<file path="config.mk">
export PLATFORM = sky130hd
export DESIGN_NAME = prbs_predict
export DESIGN_NICKNAME = d
export VERILOG_FILES = /design/src/rtl/prbs_predict.sv
export SDC_FILE = /design/constraint.sdc
export NUM_CORES = 1
export LEC_CHECK = 0
export BUFFER_PORTS_ARGS = -buffer_cell sky130_fd_sc_hd__buf_2
export CAP_MARGIN = 5
export CORE_AREA = 3 3 40 42
export CTS_CLUSTER_DIAMETER = 60
export DETAILED_ROUTE_END_ITERATION = 6
export DIE_AREA = 0 0 43 45
export PLACE_DENSITY = 0.31
export SKIP_CTS_REPAIR_TIMING = 1
export SLEW_MARGIN = 40
export SYNTH_ARGS = -nofsm -noshare
export SYNTH_HDL_FRONTEND = slang
export SYNTH_SLANG_ARGS = --single-unit
</file>
<file path="constraint.sdc">
create_clock -name clk -period 1 [get_ports clk]
set_input_delay 0.1 -clock clk [delete_from_list [all_inputs] [get_ports clk]]
set_output_delay 0.1 -clock clk [all_outputs]
set_load 0.03 [all_outputs]
</file>
<file path="src/rtl/prbs_predict.sv">
// History register and next-bit predictor for the PRBS checker.
// hist[0] is the most recent bit; the prediction is the tap XOR of history.
module prbs_predict #(
  parameter int                  NUM_BITS = 5,
  parameter logic [NUM_BITS-1:0] TAPS     = 5'h12
) (
  input  logic clk,
  input  logic rst,
  input  logic shift_en,      // one valid bit consumed this cycle
  input  logic use_expected,  // free-run: shift the prediction instead of in_bit
  input  logic in_bit,
  output logic expected
);

  logic [NUM_BITS-1:0] hist;
  logic                shift_val;

  assign expected  = ^(hist & TAPS);
  assign shift_val = use_expected ? expected : in_bit;

  // Shift the selected bit into the history on each consumed bit.
  always_ff @(posedge clk) begin
    if (rst) begin
      hist <= '0;
    end else if (shift_en) begin
      hist <= {hist[NUM_BITS-2:0], shift_val};
    end
  end

endmodule

</file>
Word-level counts from Yosys, hierarchy flattened. Cells that the tools add are included.

Multiplexer cells: 1. Reduce and logical (&&, ||, !) cells: 1.

Operators with widths (count): $reduce_xor A5 Y1 (1); $mux W1 (1).

Register bits: 5. Bits of input ports: 5. Output and inout bits: 1. Logic and storage cells: 3.

Depth between registers and ports, before layout. Gate-level depths: netlist of run 1.

Depth after elaboration: 2. Depth in mapped cells: 3. Depth with buffers taken out: 2.

Worst setup path before layout of run 1. No wires, ideal clock.

Kind: flip-flop to flip-flop. From: reg hist[1]. To: reg hist[0]. Setup time: 0.061 ns. Arrival: 1.129 ns. Required time: 0.939 ns. Setup slack: -0.191 ns. Cell stages (with the launch flop): 3. Path buffers: 0. Period minus slack after synthesis: 1.191 ns. Path through: dfxtp_1 xor2_1 a311o_1.

Longest elaborated chain between the ends: 2.

RTL lines: from (decl) (RTL line 15) `logic [NUM_BITS-1:0] hist;`; from (signal assigned) (RTL line 26) `hist <= {hist[NUM_BITS-2:0], shift_val};`; $reduce_xor A5 Y1 (RTL line 18) `assign expected = ^(hist & TAPS);`; net expected (RTL line 12) `output logic expected`; $mux W1 (RTL line 19) `assign shift_val = use_expected ? expected : in_bit;`.

The timed path passes the listed nets, and every way through them passes these cells. A chain may end at the register's enable or synchronous reset.

Worst setup path after layout of run 1.
From: reg hist[1]. To: out expected.

Longest elaborated chain between the ends: 1.

RTL lines (RTL line): $reduce_xor A5 Y1 (18); to (decl) (12).

Every way passes these cells.

==> results of run 1 <==
==> metal layers <==
layer	vias to the layer above	part of all wire [%]	global-route usage, %
met1	74	45	4.36
li1	87	-	-
met2	5	48	6.89
met5	-	0	0
met4	0	0	9.04
met3	0	6.9	2.79
==> layout make-up <==
cell class | count | area, um2
Fill cell | 138 | 966
Clock buffer | 4 | 26.3
Tap cell | 15 | 18.8
Multi-Input combinational cell | 13 | 120
Timing Repair Buffer | 7 | 46.3
Sequential cell | 5 | 108
==> how the worst min path moves through the flow <==
stage	depth (start not counted)	end	slack [ps]
floorplan	1	hist[1]	160
detailed placement	2	hist[0]	370
finish	2	hist[0]	120
global route	2	hist[0]	140
global placement	2	hist[0]	350
CTS	2	hist[0]	120
==> per-stage QoR <==
step                      cells  worst slack, ps  TNS (ps)  hold WS [ps]
after detailed placement     40             45.3         0           374
after CTS                    44             -135      -135           121
final                        44            -13.4     -13.4           122
after global placement       40             63.9         0           353
after global routing         44            -63.1     -63.1           143
after floorplan              19             10.9         0           165
==> report_power, final <==
| part | internal, mW | switching (mW) | total (mW) |
|---|---|---|---|
| clock | 0.150 | 0.0748 | 0.225 |
| sequential | 0.199 | 0.00259 | 0.202 |
| combinational | 0.0223 | 0.0162 | 0.0386 |
==> cell families after synthesis <==
logic type / after synthesis / share of synthesized area [%]
simple gates: 7 / 20.4
flops: 5 / 47.9
compound gates: 1 / 4.79
xor+xnor: 1 / 4.19
buf+inv: 1 / 3.59
mux: 4 / 19.2
==> critical path: stages (launching register included) <==
cell and delay, ps:
dfxtp_4 370, xor2_4 160, buf_6 150
==> cells in the final DEF (no fill, tap or decap) <==
cell and n:
clkbuf_4 3, buf_2 4, xor2_4 1, mux2i_1 4, buf_4 2, buf_6 1, dfxtp_4 2, and2b_1 1
clkbuf_1 1, nor2_1 4, nor3b_1 1, and4bb_1 1, a311o_1 1, dfxtp_1 3
==> flow_summary.toml, run 1 <==
[run_status]
status = "finished, violations left"
violations = "setup timing"

[yosys]
synth_seq_cells = 5
synth_warnings = 0
synth_cell_type_count = 9
synth-edff-count = 0
syn-cell-area_um2 = 209
synth.net_count = 24
synthArstFlopShare_pct = 0
yosysTopAreaCell = "dfxtp_1"
synth_flop_cell = "dfxtp_1"
yosysTopAreaCellShare_pct = 47.9
netlist_instances = 19
yosysMostFrequentCell = "dfxtp_1"
syn_avg_cell_area_um2 = 11.0
synth_area_leaders = "dfxtp_1, mux2i_1, nor2_1, and4bb_1, a311o_1"
synth_common_cells = "dfxtp_1, mux2i_1, nor2_1"
ys_seq_area_share_pct = 47.9

[placement]
dpl_cell_area_um2 = 280
io_buffers = 5
routabilityCongestion = 0.715
dp_hpwl_um = 330

[grt]
grt_first_pass_wirelength_um = 648
grt_max_degree = 6
grt_overflow = 0
first_global_vias = 172
antenna_found_initial = 0
track_usage_pct = 5.25

[die]
start_util_pct = 16.3
die_w_um = 43
io_pins = 6
die-area_um2 = 1940
core_area_um2 = 1280
dieHeight_um = 45
rows = 13

[critical_path]
cp.required_ps = 900
reg2reg_depth = 2
crit_path_end_kind = "output port"
r2r-end = "hist[0]"
crit_fanout = 3
cp.arrival_ps = 910
critPathCapture = "expected"
crit-reg2reg-launch = "hist[4]"
reg2reg_slack_ps = 50
crit_start = "hist[1]"
worstSetupPathType = "reg -> out"
cp-start-kind = "flip-flop"

[routing]
drt_iter0_markers = 0
drtAntennaViolNets = 0
routed_wl_um = 394
wl_per_cell_um = 8.95
dr.pass1.iters = 1
drc = 0
vias_per_cell = 3.77
vias = 166

[pwr]
power.density_nw_per_um2 = 1460
p_leak_nw = 0.144
power_mw = 0.465
irDropWorstVdd_v = 0.000535

[sta]
setup_viol = 1
fin_skew_ps = 0.646
layout_setup_ws_ps = -13.4
rsz0062_at_grt = "yes"
fmax_ghz = 0.987
slew_viol_final = 0
worst_pin_slew_ps = 177
fin_crit_sh_pct = 101
hold_viol = 0
period_needed_ps = 1010
relSlewSlack_pct = 88.2

[clock_tree]
cts_tree = "yes"
cts-root-buf = "clkbuf_4"
cts_buffers = 3
h-tree-depth = 1
clkTransAtPathRegs_ps = 40
insertion_delay_ps = 240
clock-sinks = 5
clk_path_buf_depth = 2

[finish]
layout-drive-gt1-share_pct = 44.8
diodes = 0
layout.nets = 35
syn2layout_area_growth_pct = 52.7
fin_util_pct = 24.8
final_area_um2 = 319
top_register = "hist"
largest_reg_flops = 5
reg_top3 = "hist x5"

[hold_path]
hold_start = "use_expected"
min_path_type = "in -> reg"

[job]
drv_cap = 0
(Power assumes the default switching activity.)
==> inputs of run 2 (changes only) <==
--- a/config.mk
+++ b/config.mk
@@ -5,7 +5,7 @@
 export SDC_FILE = /design/constraint.sdc
 export NUM_CORES = 1
 export LEC_CHECK = 0
-export BUFFER_PORTS_ARGS = -buffer_cell sky130_fd_sc_hd__buf_2
+export BUFFER_PORTS_ARGS = -buffer_cell sky130_fd_sc_hd__clkbuf_2
 export CAP_MARGIN = 5
 export CORE_AREA = 3 3 40 42
 export CTS_CLUSTER_DIAMETER = 60
==> run 2 against run 1 <==
  * Setup slack improved by 5.4 ps
  * Core utilization increased by 0.58 points
  * Non-clock buffer count increased by 1
  * Clock power increased by 3%
  * Register-to-register slack about the same
  * Critical path depth unchanged
  * Die area unchanged
  * Clock-buffer cell count unchanged
  * Highest routed layer is now met4
  * The run still ends with setup timing left
  * Flip-flop and latch count unchanged
==> flow_summary.toml, run 2 (synthesis gave the netlist of run 1 again) <==
[run_status]
status = "finished, violations left"
violations = "setup timing"

[sta]
relSlewSlack_pct = 89.1
hold_viol = 0
fin_skew_ps = 0.963
fmax_ghz = 0.992
period_needed_ps = 1010
rsz0062_at_grt = "yes"
fin_crit_sh_pct = 101
slew_viol_final = 0
worst_pin_slew_ps = 164
layout_setup_ws_ps = -8.05
setup_viol = 1

[critical_path]
crit-reg2reg-launch = "hist[4]"
reg2reg_depth = 2
cp.required_ps = 900
path_buf_inv = 1
worstSetupPathType = "reg -> out"
crit_family = "flip-flops"
crit_start = "hist[4]"
crit_path_end_kind = "output port"
critPathMaxStageDelay_ps = 350
cp.arrival_ps = 910
cp.depth = 2
cpMaxStageDelayCell = "dfxtp_4"
cp-start-kind = "flip-flop"
crit_path_cell_trace = "xor2_4, buf_6"
crit_fanout = 2

[finish]
fin_util_pct = 25.4
layout-drive-gt1-share_pct = 46.7
top_register = "hist"
syn2layout_area_growth_pct = 56.3
largest_reg_flops = 5
reg_top3 = "hist x5"
layout.nets = 36
most-common-layout-cells = "mux2i_1, nor2_1, clkbuf_2"
diodes = 0

[die]
dieHeight_um = 45
rows = 13
io_pins = 6
start_util_pct = 16.3
core_area_um2 = 1280
die-area_um2 = 1940
die_w_um = 43

[grt]
grt_first_pass_wirelength_um = 662
antenna_found_initial = 0
track_usage_pct = 5.92
grt_overflow = 0
first_global_vias = 168
grt_max_degree = 6

[routing]
drc = 0
met1Wirelength_um = 180
drtAntennaViolNets = 0
dr.pass1.iters = 2
routed_wl_um = 408
vias_per_cell = 3.73
vias = 168
wl_per_cell_um = 9.07
wl_met2_um = 173
drt_iter0_markers = 3
highest_layer = "met4"
wl_met3_um = 43

[clock_tree]
h-tree-depth = 1
cts_buffers = 3
clk_path_buf_depth = 2
cts_tree = "yes"
clkTransAtPathRegs_ps = 40
clock-sinks = 5
cts-root-buf = "clkbuf_4"
insertion_delay_ps = 240

[pwr]
irDropWorstVdd_v = 0.000472
power_mw = 0.473
p_leak_nw = 0.150
power.density_nw_per_um2 = 1450

[hold_path]
min_path_cells = 2
min_path_type = "in -> reg"
hold_start = "use_expected"

[placement]
routabilityCongestion = 0.688
io_buffers = 5

[job]
drv_cap = 0
## run 2: changes by cell type in the layout (fill, tap and decap cells not counted), sizes merged
cell and change:
buf -3, clkbuf +4
## run 2: path summary, 6_finish.rpt
check,to,slack [ps]
worst max-delay path,expected,-8
worst min-delay path,hist[0],110
worst max register to register,hist[0],60
worst min register to register,hist[3],490
## run 2: layout make-up
class	count	area, um2
Tap cell	15	18.8
Clock buffer	4	26.3
Timing Repair Buffer	8	53.8
Sequential cell	5	108
Fill cell	137	958
Multi-Input combinational cell	13	120
## run 2: stage by stage
step	std cells	setup slack [ps]	TNS [ps]	hold slack, ps	area, um2
finish	45	-8.05	-8.05	115	327
global route	45	-59.5	-59.5	132	327
CTS	44	-153	-153	108	307
detailed placement	40	54.3	0	366	280
global placement	40	56.1	0	351	280
floorplan	19	10.9	0	165	229
## run 2: metal layers
| layer | vias to the layer above | global-route usage (%) |
|---|---|---|
| met5 | - | 0 |
| met4 | 0 | 10.8 |
| li1 | 87 | - |
| met2 | 5 | 5.99 |
| met3 | 2 | 4.38 |
| met1 | 74 | 5.31 |
## run 2: where the power goes
group	switching [mW]	internal, mW
registers	0.00259	0.199
clock network	0.0804	0.151
logic	0.0168	0.0233
total	0.0997	0.373
==> inputs of run 3 (changes only) <==
==> constraint.sdc (replaced) <==
create_clock -name clk -period 1.2 [get_ports clk]
set_input_delay 0.12 -clock clk [delete_from_list [all_inputs] [get_ports clk]]
set_output_delay 0.12 -clock clk [all_outputs]
set_load 0.03 [all_outputs]
==> run 3 against run 2 <==
  * The flow now finishes without violations
  * Critical path type unchanged
  * Clock-buffer cell count unchanged
  * Register-to-register slack better by 220 ps
  * Cell count shrank 6.7%
  * Critical endpoint unchanged
  * Clock power decreased by 16%
  * First-iteration DRC count is 33% lower
  * Global-route usage rose by 0.17 points
==> flow_summary.toml, run 3 (synthesis gave the netlist of run 1 again) <==
[clock_tree]
cts-root-buf = "clkbuf_4"
cts_tree = "yes"
clock-sinks = 5
cts_buffers = 3
h-tree-depth = 1
clk_path_buf_depth = 2
insertion_delay_ps = 240
clkTransAtPathRegs_ps = 50

[critical_path]
cp.arrival_ps = 970
crit_path_cell_trace = "xor2_1, buf_4"
crit_path_end_kind = "output port"
cpMaxStageDelayCell = "dfxtp_2"
crit_family = "flip-flops"
crit_fanout = 3
cp.required_ps = 1080
cp-start-kind = "flip-flop"
critPathMaxStageDelay_ps = 340
worstSetupPathType = "reg -> out"
path_buf_inv = 1

[routing]
drc = 0
drtAntennaViolNets = 0
dr.pass1.iters = 3
routed_wl_um = 391
vias = 161
drt_iter0_markers = 2
vias_per_cell = 3.83
wl_per_cell_um = 9.31

[finish]
layout.nets = 33
diodes = 0
largest_reg_flops = 5
layout-drive-gt1-share_pct = 33.3
top_register = "hist"
final_area_um2 = 275
fin_util_pct = 21.4
syn2layout_area_growth_pct = 31.7
reg_top3 = "hist x5"
most-common-layout-cells = "mux2i_1, nor2_1, dfxtp_1, clkbuf_2, clkbuf_4"

[pwr]
power.density_nw_per_um2 = 1430
irDropWorstVdd_v = 0.000320
p_leak_nw = 0.132

[sta]
layout_setup_ws_ps = 112
relSlewSlack_pct = 87.9
fin_skew_ps = 4.61
slew_viol_final = 0
setup_viol = 0
hold_slack_ps = 129
hold_viol = 0
rsz0062_at_grt = "no"
period_needed_ps = 1090
tns_ps = 0
worst_pin_slew_ps = 181
fin_crit_sh_pct = 90.6
fmax_ghz = 0.919

[run_status]
status = "completed"

[die]
core_area_um2 = 1280
die-area_um2 = 1940
start_util_pct = 16.3
rows = 13
dieHeight_um = 45
io_pins = 6
die_w_um = 43

[job]
drv_cap = 0

[placement]
dpl_cell_area_um2 = 245
routabilityCongestion = 0.715
io_buffers = 5
place_ws_ps = 248
dp_hpwl_um = 302

[grt]
grt_overflow = 0
track_usage_pct = 6.08
antenna_found_initial = 0
first_global_vias = 169
grt_first_pass_wirelength_um = 738
grt_max_degree = 8

[hold_path]
min_path_type = "in -> reg"
==> run 3: changes by cell type in the layout (fill, tap and decap cells not counted), sizes merged <==
| cell | delta |
|---|---|
| buf | -3 |
==> run 3: layer usage <==
layer / global-route usage (%) / vias to the layer above / wire length (um)
li1: - / 81 / -
met1: 5.56 / 73 / 170
met2: 6.29 / 7 / 170
met3: 5.58 / 0 / 50
met4: 9.04 / 0 / 0
met5: 0 / - / 0
==> run 3: final timing paths <==
| path | start | slack (ps) | end | depth (start not counted) |
|---|---|---|---|---|
| hold / removal | rst | 130 | hist[1] | 2 |
| setup reg to reg | hist[1] | 280 | hist[0] | 2 |
| setup / recovery | hist[1] | 110 | expected | 2 |
| hold reg to reg | hist[0] | 490 | hist[1] | 2 |
==> run 3: metrics by stage <==
stage / power [mW] / std cells
6_report: 0.393 / 42
5_1_grt: 0.422 / 42
4_1_cts: 0.403 / 42
3_5_place_dp: 0.200 / 38
3_3_place_gp: 0.200 / 38
2_1_floorplan: 0.190 / 19
==> run 3: report_power, final <==
| part | internal [mW] | switching (mW) |
|---|---|---|
| Combinational | 0.0133 | 0.0129 |
| Clock | 0.126 | 0.0696 |
| Sequential | 0.170 | 0.00153 |
==> run 3: area by class of cell <==
class	instances	area [um2]
Fill cell	144	1010
Clock buffer	4	26.3
Sequential cell	5	101
Timing Repair Buffer	5	27.5
Tap cell	15	18.8
Multi-Input combinational cell	13	101
==> run 3: worst reg2reg max path: cells and delay by family (launching register included) <==
family         cells  cell delay, ps
XOR/XNOR           1             170
AO/OA/AOI/OAI      1             310
flip-flops         1             330
